<file path="src/rtl/poly_pkg.sv">
`default_nettype none
// ----------------------------------------------------------------------------
// poly_pkg: shared defaults and helpers for the Horner polynomial pipeline
// Rev 1.0
// ----------------------------------------------------------------------------
package poly_pkg;

  localparam int DEF_W      = 8;
  localparam int DEF_OW     = 32;
  localparam int DEF_DEGREE = 3;

  // Coefficient index width; never narrower than one bit.
  function automatic int idx_width(input int degree);
    return (degree < 1) ? 1 : $clog2(degree + 1);
  endfunction

  // Reset value of c[i]: 0 for the constant term, 1 for every power of x.
  function automatic logic default_coef_bit(input int i);
    return (i != 0);
  endfunction

endpackage
`default_nettype wire

</file>
<file path="src/rtl/poly_stage.sv">
`default_nettype none
// ----------------------------------------------------------------------------
// poly_stage: one Horner multiply-add stage, acc = prev_acc * x + coef
// Rev 1.0
// ----------------------------------------------------------------------------
module poly_stage
  import poly_pkg::*;
#(
  parameter int OW = DEF_OW
) (
  input  logic          clk,
  input  logic          rst,
  input  logic          prev_valid_i,
  input  logic [OW-1:0] prev_x_i,
  input  logic [OW-1:0] prev_acc_i,
  input  logic [OW-1:0] coef_i,
  input  logic          next_ready_i,
  output logic          ready_o,
  output logic          valid_o,
  output logic [OW-1:0] x_o,
  output logic [OW-1:0] acc_o
);

  typedef struct packed {
    logic          valid;
    logic [OW-1:0] x;
    logic [OW-1:0] acc;
  } stage_t;

  stage_t        stage_q;
  stage_t        stage_d;
  logic [OW-1:0] w_mac;

  assign w_mac   = prev_acc_i * prev_x_i + coef_i;
  assign ready_o = ~stage_q.valid | next_ready_i;

  always_comb begin
    stage_d = stage_q;
    if (ready_o) begin
      stage_d.valid = prev_valid_i;
      if (prev_valid_i) begin
        stage_d.x   = prev_x_i;
        stage_d.acc = w_mac;
      end
    end
  end

  always_ff @(posedge clk) begin
    if (rst) begin
      stage_q <= '0;
    end else begin
      stage_q <= stage_d;
    end
  end

  assign valid_o = stage_q.valid;
  assign x_o     = stage_q.x;
  assign acc_o   = stage_q.acc;

endmodule
`default_nettype wire

</file>
<file path="src/rtl/poly_eval_pipe.sv">
`default_nettype none
// ----------------------------------------------------------------------------
// poly_eval_pipe: pipelined Horner evaluator with valid/ready flow control
// Rev 1.0
// ----------------------------------------------------------------------------
module poly_eval_pipe
  import poly_pkg::*;
#(
  parameter int W      = DEF_W,
  parameter int OW     = DEF_OW,
  parameter int DEGREE = DEF_DEGREE
) (
  input  logic                         clk,
  input  logic                         rst,
  input  logic                         in_valid,
  output logic                         in_ready,
  input  logic [W-1:0]                 x_in,
  output logic                         out_valid,
  input  logic                         out_ready,
  output logic [OW-1:0]                y_out,
  input  logic                         coef_we,
  input  logic [idx_width(DEGREE)-1:0] coef_idx,
  input  logic [OW-1:0]                coef_wdata,
  output logic                         busy,
  output logic                         coef_err
);

  localparam int IW = idx_width(DEGREE);

  typedef struct packed {
    logic          valid;
    logic [OW-1:0] x;
    logic [OW-1:0] acc;
  } stage_t;

  logic [OW-1:0]   coef_q [DEGREE+1];
  logic            coef_err_q;
  stage_t          stage0_q;
  stage_t          stage0_d;

  // Index k is stage k; w_ready[DEGREE+1] is the sink's acceptance.
  logic [DEGREE:0]   w_valid;
  logic [OW-1:0]     w_x   [DEGREE+1];
  logic [OW-1:0]     w_acc [DEGREE+1];
  logic [DEGREE+1:0] w_ready;

  logic w_in_fire;
  logic w_busy;
  logic w_idx_ok;
  logic w_coef_accept;

  assign w_ready[DEGREE+1] = out_ready;
  assign w_ready[0]        = ~stage0_q.valid | w_ready[1];
  assign w_in_fire         = in_valid & w_ready[0];

  assign w_valid[0] = stage0_q.valid;
  assign w_x[0]     = stage0_q.x;
  assign w_acc[0]   = stage0_q.acc;

  always_comb begin
    stage0_d = stage0_q;
    if (w_ready[0]) begin
      stage0_d.valid = in_valid;
      if (in_valid) begin
        stage0_d.x   = OW'(x_in);
        stage0_d.acc = coef_q[DEGREE];
      end
    end
  end

  always_ff @(posedge clk) begin
    if (rst) begin
      stage0_q <= '0;
    end else begin
      stage0_q <= stage0_d;
    end
  end

  for (genvar k = 1; k <= DEGREE; k++) begin : g_stage
    poly_stage #(
      .OW (OW)
    ) u_stage (
      .clk          (clk),
      .rst          (rst),
      .prev_valid_i (w_valid[k-1]),
      .prev_x_i     (w_x[k-1]),
      .prev_acc_i   (w_acc[k-1]),
      .coef_i       (coef_q[DEGREE-k]),
      .next_ready_i (w_ready[k+1]),
      .ready_o      (w_ready[k]),
      .valid_o      (w_valid[k]),
      .x_o          (w_x[k]),
      .acc_o        (w_acc[k])
    );
  end

  // Writes only land on an empty pipe so every in-flight result sees one coefficient set.
  assign w_busy        = |w_valid;
  assign w_idx_ok      = (coef_idx <= IW'(DEGREE));
  assign w_coef_accept = coef_we & w_idx_ok & ~w_busy & ~w_in_fire;

  always_ff @(posedge clk) begin
    if (rst) begin
      for (int i = 0; i <= DEGREE; i++) begin
        coef_q[i] <= {{(OW-1){1'b0}}, default_coef_bit(i)};
      end
      coef_err_q <= 1'b0;
    end else begin
      coef_err_q <= coef_we & ~w_coef_accept;
      if (w_coef_accept) begin
        for (int i = 0; i <= DEGREE; i++) begin
          if (coef_idx == IW'(i)) begin
            coef_q[i] <= coef_wdata;
          end
        end
      end
    end
  end

  assign in_ready  = w_ready[0];
  assign out_valid = w_valid[DEGREE];
  assign y_out     = w_acc[DEGREE];
  assign busy      = w_busy;
  assign coef_err  = coef_err_q;

endmodule
`default_nettype wire

</file>
<file path="config.mk">
export PLATFORM = sky130hd
export DESIGN_NAME = poly_eval_pipe
export DESIGN_NICKNAME = d
export VERILOG_FILES = /design/src/rtl/poly_pkg.sv /design/src/rtl/poly_stage.sv /design/src/rtl/poly_eval_pipe.sv
export SDC_FILE = /design/constraint.sdc
export NUM_CORES = 2
export LEC_CHECK = 0
export CAP_MARGIN = 30
export CORE_ASPECT_RATIO = 0.7
export CORE_MARGIN = 2
export CORE_UTILIZATION = 40
export CTS_BUF_LIST = sky130_fd_sc_hd__clkbuf_4
export CTS_CLUSTER_DIAMETER = 80
export DETAILED_ROUTE_END_ITERATION = 16
export GPL_TIMING_DRIVEN = 0
export PLACE_DENSITY = 0.66
export SETUP_SLACK_MARGIN = 0.1
export SYNTH_ARGS = -nofsm -noshare
export SYNTH_HDL_FRONTEND = slang
export SYNTH_SLANG_ARGS = --single-unit
</file>
<file path="constraint.sdc">
create_clock -name clk -period 7.6 [get_ports clk]
set_input_delay 1.52 -clock clk [delete_from_list [all_inputs] [get_ports clk]]
set_output_delay 1.52 -clock clk [all_outputs]
set_load 0.03 [all_outputs]
</file>
==> run_results.csv <==
group,metric,value,unit
yosys,ys_top_cells_by_area,"fa_1, edfxtp_1, and2_1",
timing,setup_ws,858,ps
setup_path,r2r_setup_slack,860,ps
place,place_inst,4768,
cts,cts_buffer_depth,3,
final_layout,final_cell_mix,"inv_1, fa_1, and2_1",
grt,grt_pass1_vias,25418,
power,p_leak,16.7,nW
yosys,synth_nets,4339,
setup_path,reg2regPathDepth,19,
setup_path,worstSetupEndpointType,"flip-flop",
timing,rsz0062_at_grt,"no",
cts,postCtsHoldBufs,0,
floorplan,io_pins,83,
timing,max_freq,148,MHz
yosys,synthesis.area,32800,um^2
floorplan,row_count,87,
yosys,syn_inst,3611,
floorplan,fp.dieW,346,um
place,pre_cts_ws,1020,ps
routing,drt_pass1_iterations,6,
final_layout,nets,4511,
routing,vias,25197,
min_path,hold_class,"flip-flop to flip-flop",
routing,drt_iter0_drc,2431,
min_path,hold-path-cell-count,2,
timing,fin_crit,6740,ps
routing,wire_per_inst,19.3,um
cts,clockRootBuffer,"clkbuf_4",
final_layout,syn2layout_area_growth,10.4,%
yosys,synth_edf_count,128,
yosys,netlist.top_cell.by_area,"fa_1",
routing,drt_wl_total,94900,um
timing,setup_viol_count_final,0,
routing,final_antenna_net_count,0,
power,ir_worst_vdd,0.000139,V
cts,htreeDepth,3,
cts,path_clk_slew,70,ps
yosys,yosysUniqueCellTypes,70,
floorplan,die_h,244,um
setup_path,cp_max_fo,10,
timing,hold_ws,458,ps
timing,fin_crit_sh,88.7,%
grt,grt_pass1_wl,150000,um
setup_path,r2r_start,"g_stage[1].u_stage.x_o[6]",
timing,slew_viol_final,0,
yosys,ys.flop_type,"dfxtp_1",
timing,final_hold_viol_count,0,
cts,insertion_delay,880,ps
run,maxCapViolCount,0,
place,numPortBuffers,81,
floorplan,die_area,84300,um^2
final_layout,stdcell_count,4921,
setup_path,required,8380,ps
cts,numCtsBuffers,80,
grt,grt.total_usage,23.4,%
timing,tightest_slew,1050,ps
power,powerDensity,109,nW/um^2
floorplan,fp.coreArea,80900,um^2
yosys,synth_top_area_share,34.1,%
cts,post_cts_buffers,0,
status,status,"complete, no violations",
final_layout,final_common_cell,"inv_1",
cts,cts_resized,0,
yosys,ys_async_sr_fraction,0,%
min_path,hold_start,"g_stage[3].u_stage.acc_o[1]",
place,hpwl,78100,um
yosys,ys_seq_area_share,21.3,%
setup_path,path_class,"flip-flop to flip-flop",
place,gp_congestion,0.924,
min_path,hold_path_end,"g_stage[3].u_stage.acc_o[1]",
timing,max-slew-margin-rel,29.6,%
routing,drc_errors,0,
yosys,syn_area_per_cell,9.08,um^2
grt,antenna_found_initial,5,
grt,grt_start_max_net_pins,25,
cts,cts.sinks,285,
timing,skew,75.5,ps
grt,overflow,0,
final_layout,fin_area,36200,um^2
final_layout,final_layout_size_suffix_gt1_share,4.08,%
yosys,ys.warnings.count,0,
setup_path,rr_endpoint,"g_stage[2].u_stage.acc_o[26]",
cts,cts_tree,"yes",
setup_path,critPathArrivalTime,7520,ps
place,dpl-instance-area,35100,um^2
floorplan,start_util,40.5,%
setup_path,worstSetupStartpoint,"g_stage[1].u_stage.x_o[6]",
routing,viasPerCell,5.12,
yosys,ys_seq_elements,285,
setup_path,start_kind,"flip-flop",
[cells in the mapped netlist, types with 7 or more instances]
master and instances:
nand3b_1 11, clkbuf_1 148, nand2_1 510, nor2_1 65
nor3_1 30, o211ai_1 12, fa_1 558, inv_1 738
xor2_1 19, o31ai_1 8, buf_1 9, and3_1 11
nand4_1 9, nand3_1 32, edfxtp_1 128, dfxtp_1 157
nor3b_1 7, a31oi_1 14, o21ai_0 51, nor2b_1 17
or3_1 16, xnor2_1 59, a21o_1 31, o21a_1 32
a211oi_1 20, a21oi_1 161, and2_1 542, ha_1 123
[per-stage QoR]
stage	util [%]	power, mW	TNS (ps)
after global routing	44.8	4.17	0
after detailed placement	43.4	2.48	0
after CTS	44.7	3.98	0
after floorplan	-	2.19	0
after global placement	43.2	2.47	-89520
final	44.8	3.96	0
[worst max-delay path by stage]
stage | to | slack (ps) | depth (start not counted)
after detailed placement | g_stage[2].u_stage.acc_o[28] | 1020 | 19
after CTS | g_stage[2].u_stage.acc_o[26] | 1010 | 19
after global placement | coef_q[2][2] | -940 | 9
final | g_stage[2].u_stage.acc_o[26] | 860 | 19
after global routing | g_stage[2].u_stage.acc_o[26] | 410 | 19
after floorplan | coef_q[0][0] | 1780 | 8
[logic make-up after synthesis]
kind of cell	Yosys count	share of synthesized area [%]
flip-flops	285	21.3
adder cells (fa/ha/maj)	681	38.8
buffers and inverters	896	10.3
AO/OA/AOI/OAI	389	7.49
AND/OR/NAND/NOR	1279	20.0
multiplexers	3	0.0916
XOR/XNOR	78	2.08
[critical path, stage by stage, from the launching register on]
cell      delay, ps
dfxtp_1         310
clkbuf_1        620
clkbuf_1        740
nand2_1         200
fa_1            420
inv_1            80
fa_1            430
fa_1            500
inv_1            50
fa_1            470
inv_1            40
ha_1            240
a211oi_2        290
o21ai_1         140
o311ai_2        540
o211ai_2        240
a311o_1         460
o21ai_0         500
xor2_1          150
a211oi_1        260
[metal layers]
layer	part of all wire (%)	vias up	routed length [um]	track usage, %
li1	-	11372	-	-
met1	46	12629	43900	35.0
met2	40	1067	38100	32.7
met3	12	125	11000	7.63
met4	2.0	4	1880	5.03
met5	0.023	-	22	0
[flip-flops by register name, summed over array words and instances (netlist names)]
signal,flops
g_stage.u_stage.valid_o,3
g_stage.u_stage.x_o,16
coef_err,1
stage0_q,41
g_stage.u_stage.acc_o,96
coef_q,128
[final cells by class]
cell class / count / area [um^2]
Tap cell: 1068 / 1340
Buffer: 158 / 594
Sequential cell: 285 / 6990
Clock buffer: 119 / 893
Inverter: 738 / 2770
Timing Repair Buffer: 90 / 982
Fill cell: 7899 / 44700
Multi-Input combinational cell: 2430 / 22500
Clock inverter: 28 / 151
Antenna cell: 5 / 12.5
[report_power, final]
| group | total, mW | switching, mW | leakage [nW] | internal, mW |
|---|---|---|---|---|
| Clock | 1.50 | 0.745 | 0.626 | 0.756 |
| Sequential | 1.73 | 0.0708 | 2.59 | 1.66 |
| Combinational | 0.729 | 0.475 | 13.5 | 0.254 |
| Total | 3.96 | 1.29 | 16.7 | 2.67 |
(Power assumes the default switching activity.)
